$ cat src/rtl/cnn_pkg.sv
// cnn_pkg: frame geometry, pixel type and window FSM states shared by the window generator.
package cnn_pkg;

    localparam int IMG_W   = 28;
    localparam int IMG_H   = 28;
    localparam int K       = 5;
    localparam int DATA_W  = 8;
    localparam int COL_W   = $clog2(IMG_W);
    localparam int ROW_W   = $clog2(IMG_H);
    localparam int COORD_W = $clog2(IMG_W - K + 1);

    typedef logic [DATA_W-1:0] pixel_t;

    typedef enum logic [1:0] {IDLE, FILL, STREAM, DONE} win_state_t;

endpackage

$ cat src/rtl/line_buffer.sv
// line_buffer: DEPTH-deep pixel delay built as a circular buffer; advances only when i_shift is high.
module line_buffer
    import cnn_pkg::*;
#(
    parameter int DEPTH = IMG_W
) (
    input  logic   i_sys_clk,
    input  logic   i_rst,
    input  logic   i_shift,
    input  pixel_t i_pixel,
    output pixel_t o_pixel
);

    localparam int AW = $clog2(DEPTH);

    pixel_t        mem [DEPTH];
    logic [AW-1:0] ptr;

    // Slot under ptr was written DEPTH shifts ago, so it is both the output and the write target.
    assign o_pixel = mem[ptr];

    always_ff @(posedge i_sys_clk) begin
        if (i_rst) ptr <= '0;
        else if (i_shift) ptr <= (ptr == AW'(DEPTH - 1)) ? '0 : ptr + 1'b1;
    end

    always_ff @(posedge i_sys_clk) begin
        if (i_shift) mem[ptr] <= i_pixel;
    end

endmodule

$ cat src/rtl/conv_window_gen.sv
// conv_window_gen: KxK sliding-window generator over a raster pixel stream with window backpressure.
// Define WINDOW_COORD_EN to add o_win_row/o_win_col (top-left coordinate of the current window).
module conv_window_gen
    import cnn_pkg::*;
(
    input  logic                  i_sys_clk,
    input  logic                  i_rst,
    input  logic                  i_feature_valid,
    input  pixel_t                i_feature,
    output logic                  o_rd_en,
    output logic                  o_window_valid,
    output logic [K*K*DATA_W-1:0] o_window,
    input  logic                  i_window_ready,
`ifdef WINDOW_COORD_EN
    output logic [COORD_W-1:0]    o_win_row,
    output logic [COORD_W-1:0]    o_win_col,
`endif
    output logic                  o_frame_done
);

    win_state_t            state;
    logic [COL_W-1:0]      col;
    logic [ROW_W-1:0]      row;
    logic                  accept, col_last, row_last, completes;
    logic [K*K*DATA_W-1:0] win_next;
    pixel_t                chain [K];

    assign o_rd_en   = !o_window_valid || i_window_ready;
    assign accept    = i_feature_valid && o_rd_en;
    assign col_last  = col == COL_W'(IMG_W - 1);
    assign row_last  = row == ROW_W'(IMG_H - 1);
    assign completes = row >= ROW_W'(K - 1) && col >= COL_W'(K - 1);

    // chain[0] is the live pixel, chain[K-1] the pixel from K-1 rows above.
    assign chain[0] = i_feature;

    for (genvar g = 0; g < K - 1; g++) begin : g_lb
        line_buffer #(.DEPTH(IMG_W)) u_lb (
            .i_sys_clk(i_sys_clk),
            .i_rst    (i_rst),
            .i_shift  (accept),
            .i_pixel  (chain[g]),
            .o_pixel  (chain[g+1])
        );
    end

    always_comb begin
        win_next = o_window;
        for (int r = 0; r < K; r++) begin
            for (int c = 0; c < K - 1; c++)
                win_next[(r*K+c)*DATA_W +: DATA_W] = o_window[(r*K+c+1)*DATA_W +: DATA_W];
            win_next[(r*K+K-1)*DATA_W +: DATA_W] = chain[K-1-r];
        end
    end

    always_ff @(posedge i_sys_clk) begin
        if (i_rst) begin
            state          <= IDLE;
            col            <= '0;
            row            <= '0;
            o_window_valid <= 1'b0;
            o_window       <= '0;
            o_frame_done   <= 1'b0;
        end else begin
            o_frame_done <= state == STREAM && accept && col_last && row_last;
            if (accept) begin
                o_window       <= win_next;
                o_window_valid <= completes;
                col            <= col_last ? '0 : col + 1'b1;
                row            <= col_last ? (row_last ? '0 : row + 1'b1) : row;
            end else if (i_window_ready) begin
                o_window_valid <= 1'b0;
            end
            case (state)
                IDLE:    state <= accept ? FILL : IDLE;
                FILL:    state <= (accept && col_last && row == ROW_W'(K - 2)) ? STREAM : FILL;
                STREAM:  state <= (accept && col_last && row_last) ? DONE : STREAM;
                default: state <= accept ? FILL : IDLE;
            endcase
        end
    end

`ifdef WINDOW_COORD_EN
    always_ff @(posedge i_sys_clk) begin
        if (i_rst) begin
            o_win_row <= '0;
            o_win_col <= '0;
        end else if (accept && completes) begin
            o_win_row <= COORD_W'(row - ROW_W'(K - 1));
            o_win_col <= COORD_W'(col - COL_W'(K - 1));
        end
    end
`endif

endmodule

$ cat config.mk
export PLATFORM = sky130hd
export DESIGN_NAME = conv_window_gen
export DESIGN_NICKNAME = d
export VERILOG_FILES = /design/src/rtl/cnn_pkg.sv /design/src/rtl/line_buffer.sv /design/src/rtl/conv_window_gen.sv
export SDC_FILE = /design/constraint.sdc
export NUM_CORES = 1
export LEC_CHECK = 0
export CELL_PAD_IN_SITES_DETAIL_PLACEMENT = 0
export CELL_PAD_IN_SITES_GLOBAL_PLACEMENT = 1
export CORE_UTILIZATION = 45
export DETAILED_ROUTE_END_ITERATION = 8
export GPL_ROUTABILITY_DRIVEN = 0
export PLACE_DENSITY_LB_ADDON = 0.2
export SLEW_MARGIN = 20
export SYNTH_ARGS = -nofsm -noshare
export SYNTH_HDL_FRONTEND = slang
export SYNTH_SLANG_ARGS = --single-unit
$ cat constraint.sdc
create_clock -name i_sys_clk -period 3.5 [get_ports i_sys_clk]
set_clock_uncertainty 0.2 [all_clocks]
set_input_delay 0.35 -clock i_sys_clk [delete_from_list [all_inputs] [get_ports i_sys_clk]]
set_output_delay 0.35 -clock i_sys_clk [all_outputs]
set_load 0.005 [all_outputs]
==> results of run 1 <==
[how the worst min path moves through the flow]
stage	startpoint	end	slack (ns)	cells past startpoint
final	i_feature_valid	o_window_valid	0.23	3
after global routing	i_feature_valid	o_window_valid	0.24	3
after CTS	i_feature_valid	o_window_valid	0.18	3
after detailed placement	o_window[167]	o_window[167]	0.25	2
after global placement	o_window[46]	o_window[46]	0.24	2
after floorplan	i_feature[0]	g_lb[0].u_lb.mem[0][0]	0.25	0
[flip-flops by register name (all words and copies together), names as in the netlist, named ones only]
signal,flops
o_window,200
state,2
g_lb.u_lb.ptr,20
o_frame_done,1
g_lb.u_lb.mem,896
row,5
col,5
o_window_valid,1
[worst reg2reg max path, stage by stage, from the launching register on]
cell and delay [ns]:
dfxtp_4 0.81, buf_4 0.35, mux2i_1 0.10, a22oi_1 0.20
a21oi_1 0.14, a311oi_4 0.74, buf_4 0.35, a22o_1 0.16
[cells in the mapped netlist (5+ instances only)]
library cell    n  share of area (%)
nand2_1       424                3.6
ha_1           22               0.62
or3_1           7              0.099
o21bai_1       13               0.22
and2_1          8               0.11
o21ai_0        11               0.12
or3b_2          5              0.099
nor2b_1        19               0.27
nand3_1        69               0.78
nand2b_1       11               0.16
nor3_1         19               0.22
or2_2           5              0.071
a41oi_1        18               0.36
dfxtp_1       249                 11
o211ai_1        6               0.10
clkbuf_1       94               0.80
a32o_1          5               0.11
edfxtp_1      896                 61
a22o_1         17               0.34
buf_2          45               0.51
a22oi_1       108                1.8
mux2i_1       330                7.5
a311o_1         7               0.16
buf_4          27               0.46
a311oi_1       16               0.32
nand3b_1        8               0.14
buf_6           5               0.13
a21oi_1       253                2.9
nor2_1        133                1.1
and3_1         14               0.20
o22a_1          9               0.18
mux4_2         56                2.9
mux2_2         21               0.53
buf_1          17               0.14
inv_1          19               0.16
a221oi_1       13               0.26
[final cells by class]
cell class                      count  area, µm²
Fill cell                        7824      44200
Sequential cell                  1145      31910
Multi-Input combinational cell   1651      11590
Timing Repair Buffer              407       3672
Clock buffer                      164       3316
Tap cell                         1276       1597
Clock inverter                     60      641.9
Inverter                           19      71.32
[per-layer routing]
layer	global-route usage (%)	vias up	share of wire, %	routed length (µm)
met3	4.309	111	6.2	6732
li1	-	12012	-	-
met1	30.54	13093	45	48560
met5	0	-	0	0
met4	5.512	0	1.6	1787
met2	35.22	698	48	51960
[cell families after synthesis]
| kind of cell | Yosys count |
|---|---|
| AOI/OAI and AO/OA | 491 |
| xor gates and xnor gates | 2 |
| buffers and inverters | 207 |
| and+or+nand+nor | 729 |
| adders and majority gates | 22 |
| muxes | 407 |
| DFF | 1145 |
[power groups by stage]
stage | clock, W | sequential (W) | combinational (W)
final | 0.0126 | 0.0152 | 0.00183
after CTS | 0.0129 | 0.0152 | 0.00185
after detailed placement | 0 | 0.0155 | 0.00185
after global placement | 0 | 0.0155 | 0.00180
after floorplan | 0 | 0.0154 | 0.00104
after global routing | 0.0134 | 0.0152 | 0.00197
[stage by stage]
| stage | util, % | setup slack, ns | hold slack [ns] | area [µm²] |
|---|---|---|---|---|
| after floorplan | - | 0.3214 | 0.2489 | 44210 |
| after global placement | 50.33 | 0.3645 | 0.2435 | 48810 |
| after detailed placement | 50.33 | 0.3816 | 0.2489 | 48820 |
| after CTS | 54.42 | 0.3571 | 0.1845 | 52780 |
| after global routing | 54.43 | 0.2252 | 0.2443 | 52790 |
| final | 54.43 | 0.3957 | 0.2262 | 52790 |
[timing repair]
action / in CTS / in global routing
endpoints found under the setup margin: 0 / 0
endpoints found under the hold margin: 9 / 0
hold buffers: 1 / 0
[placed cells by master (no fill, tap or decap), types with 14 or more instances in the layout]
cell type	instances
buf_4	186
mux2i_1	330
ha_1	22
clkbuf_1	30
nor2b_1	17
dfxtp_1	241
edfxtp_1	896
and3_1	14
nand2_1	423
a22o_1	17
mux4_2	56
clkinv_2	17
nor2_1	131
a41oi_1	18
clkbuf_16	123
nand3_1	69
a21oi_1	253
inv_1	19
a22oi_1	108
mux2_2	21
clkdlybuf4s50_1	213
nor3_1	16
==> impl_metrics.py, run 1 <==
metrics = {
    "status": {
        "status": "complete, but fails checks",
        "violations": "DRC",
    },
    "synth": {
        "synth_top_family_by_area": "multiplexers",
        "synth_xor_area_share_pct": 0.03962,
        "yosysWarningCount": 0,
        "yosysSeqAreaShare_pct": 72.13,
        "synth-edff-count": 896,
        "synth-async-reset-ratio_pct": 0,
        "synthCells": 3003,
        "avgSynthCellArea_um2": 14.72,
        "syn_area_mm2": 0.04421,
        "ys_ff_latch": 1145,
        "muxShareOfSynthArea_pct": 10.86,
        "ys_types": 54,
        "synth-adder-area-share_pct": 0.6226,
        "ys.flop_type": "edfxtp_1",
        "synth_fp_nets": 3037,
        "yosys.area_share.simple_pct": 6.996,
        "synth_compound_area_share_pct": 7.154,
    },
    "detailed_routing": {
        "drc": 10,
        "wl_per_cell_um": 23.09,
        "viasPerCell": 5.488,
        "antenna_left": 0,
        "wirelength_um": 109000,
        "drt-initial-drc-count": 2220,
        "firstDrtPassIters": 8,
        "dr_total_vias": 25914,
    },
    "placement": {
        "portBuffers": 214,
        "dp_hpwl_um": 71770,
        "dp.cells": 4497,
    },
    "power": {
        "p_sw_w": 0.006480,
        "p_int_w": 0.02323,
        "switching_share_pct": 21.81,
        "p_total_w": 0.02970,
        "cellPowerDensity_mw_per_mm2": 562.7,
        "clkPwrFrac_pct": 42.6,
        "combPwrFrac_pct": 6.2,
        "p_leak_nw": 17.00,
        "seq_power_share_pct": 51.3,
        "ir_drop_uv": 444.0,
    },
    "floorplan": {
        "rows": 114,
        "dieArea_mm2": 0.09951,
        "coreArea_mm2": 0.09699,
        "initial_utilization_pct": 45.58,
        "io_pins": 215,
        "die_w_um": 315.5,
        "fp.dieH_um": 315.5,
    },
    "layout": {
        "n_antenna_cell": 0,
        "areaGrowthSynthToFinish_pct": 19.41,
        "drive_gt1_share_pct": 14.28,
        "final_nets": 3376,
        "stdcell_count": 4722,
    },
    "critical_path": {
        "path_class": "flop to flop",
        "cp_max_fo": 47,
        "critPathSlowestCell": "dfxtp_4",
        "crit_path_end_kind": "flop",
        "cp-start-kind": "flop",
        "rr_endpoint": "o_window[79]",
        "crit_required_ns": 3.93,
        "path_depth": 7,
        "crit_end": "o_window[79]",
        "cp_top_family": "compound AO/OA/AOI/OAI gates",
        "ff2ff_setup_slack_ns": 0.40,
        "slowest_delay_ns": 0.81,
        "critPathBufInv": 2,
        "path_common_cell": "buf_4",
        "cp.arrival_ns": 3.53,
        "path_cells": "buf_4, mux2i_1, a22oi_1, a21oi_1, a311oi_4, buf_4, a22o_1",
        "r2r_cells": 7,
    },
    "sta": {
        "relSlewSlack_pct": 25.24,
        "post-route-min-period_ns": 3.104,
        "hold_viol": 0,
        "drv_slew": 0,
        "rsz0062_at_grt": "false",
        "tightest_slew_ns": 1.117,
        "max_clock_freq_mhz": 322.1,
        "setup-tns-final_ns": 0,
        "period_share_pct": 88.69,
        "finalSetupViolCount": 0,
    },
    "worst_hold_path": {
        "hold_class": "primary input to flop",
    },
    "cts": {
        "insertion_delay_ns": 0.71,
        "clockBufferDepth": 3,
        "cts_setup_buffers": 0,
        "cts_tree": "done",
        "path_clk_slew_ns": 0.06,
        "htree_levels": 3,
        "cts_buffers": 118,
        "clock-root-buffer": "clkbuf_16",
        "cts-resized-gates": 0,
        "cts.sinks": 1145,
    },
    "global_routing": {
        "grt_pass1_vias": 26062,
        "track_usage_pct": 21.87,
        "grt-ovfl-total": 0,
        "grt_pass1_wl_um": 163000,
        "grt_max_degree": 109,
        "antenna_found_initial": 3,
    },
    "job": {
        "drv_cap": 0,
    },
}
Note: power is estimated with default switching activity, not from simulation.
==> run 2, diff against run 1 <==
Settings changed: CAP_MARGIN from default to 20, GPL_ROUTABILITY_DRIVEN 0 to default, REMOVE_ABC_BUFFERS from default to 1.
==> impl_metrics.py, run 2 (same netlist as run 1, synthesis figures left out) <==
metrics = {
    "layout": {
        "final_cell_mix": "896 x edfxtp_1, 423 x nand2_1, 330 x mux2i_1",
        "n_antenna_cell": 0,
        "fillerInstances": 7809,
        "largest_reg_flops": 896,
        "fin_util_pct": 54.32,
        "final_area_mm2": 0.05268,
        "mostFrequentLayoutCell": "edfxtp_1",
        "stdcell_count": 4713,
        "top_register": "g_lb.u_lb.mem",
        "drive_gt1_share_pct": 13.88,
        "final_nets": 3366,
        "reg_top3": "g_lb.u_lb.mem (896), o_window (200), g_lb.u_lb.ptr (20)",
        "areaGrowthSynthToFinish_pct": 19.16,
    },
    "cts": {
        "cts.sinks": 1145,
        "htree_levels": 3,
        "cts_tree": "done",
        "clock-root-buffer": "clkbuf_16",
        "cts_buffers": 118,
        "cts_setup_buffers": 0,
        "insertion_delay_ns": 0.70,
        "clockBufferDepth": 3,
        "cts-resized-gates": 0,
        "path_clk_slew_ns": 0.06,
    },
    "global_routing": {
        "track_usage_pct": 20.92,
        "grt_pass1_vias": 25600,
        "antenna_found_initial": 1,
        "grt_max_degree": 122,
        "grt-ovfl-total": 0,
        "grt_pass1_wl_um": 159000,
    },
    "sta": {
        "post-route-min-period_ns": 2.886,
        "setup-tns-final_ns": 0,
        "rsz0062_at_grt": "false",
        "period_share_pct": 82.47,
        "tightest_slew_ns": 1.012,
        "drv_slew": 0,
        "finalSetupViolCount": 0,
        "postLayoutSetupSlackWorst_ns": 0.6137,
        "hold_viol": 1,
        "max_clock_freq_mhz": 346.5,
        "holdWs_ns": -0.0003055,
        "relSlewSlack_pct": 32.48,
    },
    "detailed_routing": {
        "viasPerCell": 5.514,
        "drt-initial-drc-count": 2229,
        "wirelength_um": 105000,
        "firstDrtPassIters": 9,
        "antenna_left": 0,
        "wl_per_cell_um": 22.28,
        "drc": 10,
        "dr_total_vias": 25989,
    },
    "floorplan": {
        "die_w_um": 315.5,
        "rows": 114,
        "coreArea_mm2": 0.09699,
        "io_pins": 215,
        "initial_utilization_pct": 45.58,
        "dieArea_mm2": 0.09951,
        "fp.dieH_um": 315.5,
    },
    "job": {
        "drv_cap": 0,
    },
    "placement": {
        "place_area_mm2": 0.04877,
        "portBuffers": 214,
        "dp.cells": 4486,
        "place_ws_ns": 0.4502,
        "gp_congestion": 0.8180,
        "dp_hpwl_um": 68650,
    },
    "worst_hold_path": {
        "hold_class": "primary input to flop",
    },
    "critical_path": {
        "cp_max_fo": 37,
        "cp.arrival_ns": 3.13,
        "crit_required_ns": 3.74,
        "ff2ff_setup_slack_ns": 0.61,
        "cp-start-kind": "flop",
        "path_class": "flop to flop",
        "crit_path_end_kind": "flop",
    },
    "power": {
        "cellPowerDensity_mw_per_mm2": 560.9,
        "p_leak_nw": 16.92,
        "ir_drop_uv": 423.9,
    },
    "status": {
        "violations": "DRC, hold timing",
        "status": "complete, but fails checks",
    },
}
[run 2: cell types whose count changed in the layout (fill, tap and decap cells not counted), moves of 3 or more]
| cell | before | now |
|---|---|---|
| buf_12 | 6 | 9 |
| buf_2 | 0 | 3 |
| buf_4 | 186 | 172 |
| clkbuf_1 | 30 | 39 |
| clkbuf_2 | 3 | 0 |
| clkinv_1 | 13 | 9 |
| clkinv_2 | 17 | 21 |
| inv_4 | 5 | 0 |
| nor3_1 | 16 | 19 |
| nor3_2 | 3 | 0 |
[run 2: path summary, 6_finish.rpt]
path                     start                endpoint  depth (start not counted)
setup / recovery          flop  g_lb[1].u_lb.mem[2][6]                          6
hold / removal    i_feature[2]           o_window[194]                          3
setup reg to reg          flop  g_lb[1].u_lb.mem[2][6]                          6
hold reg to reg    o_window[0]             o_window[0]                          2
[run 2: metal layers]
metal / track usage, % / vias up / share of wire (%)
li1: - / 11994 / -
met3: 3.647 / 141 / 5.6
met4: 4.974 / 0 / 1.8
met2: 33.36 / 727 / 47
met1: 29.94 / 13127 / 45
met5: 0 / - / 0
[run 2: timing repair]
item,4_1_cts,5_1_grt
endpoints found under the hold margin,45,0
hold buffers,1,0
setup endpoints to repair,0,0
[run 2: power breakdown]
part | internal (W) | switching, W | total, W
clock network | 0.00740 | 0.00508 | 0.0125
logic | 0.000668 | 0.00116 | 0.00183
registers | 0.0151 | 0.000182 | 0.0152
total | 0.0231 | 0.00643 | 0.0296
[run 2: per-stage QoR]
step	hold slack, ns	power [W]
floorplan	0.2191	0.01644
global placement	0.2416	0.01732
detailed placement	0.2471	0.01738
CTS	0.1934	0.02983
global route	0.006625	0.03048
finish	-0.0003055	0.02955
[run 2: cell type report]
cell class | count | area (µm²) | share of cell area (%)
sequential | 1145 | 31910 | 60.57
multi-input combinational | 1651 | 11570 | 21.96
timing repair buffer | 397 | 3622 | 6.876
clock buffer | 170 | 3323 | 6.308
tap | 1276 | 1597 | 3.031
clock inverter | 55 | 586.8 | 1.114
inverter | 19 | 71.32 | 0.1354
[run 2: worst max-delay path: stages (launching register included)]
cell	delay [ns]
dfxtp_4	0.75
buf_4	0.49
mux2i_1	0.17
a22oi_1	0.25
nand3_1	0.22
nand3_1	0.16
buf_4	0.37
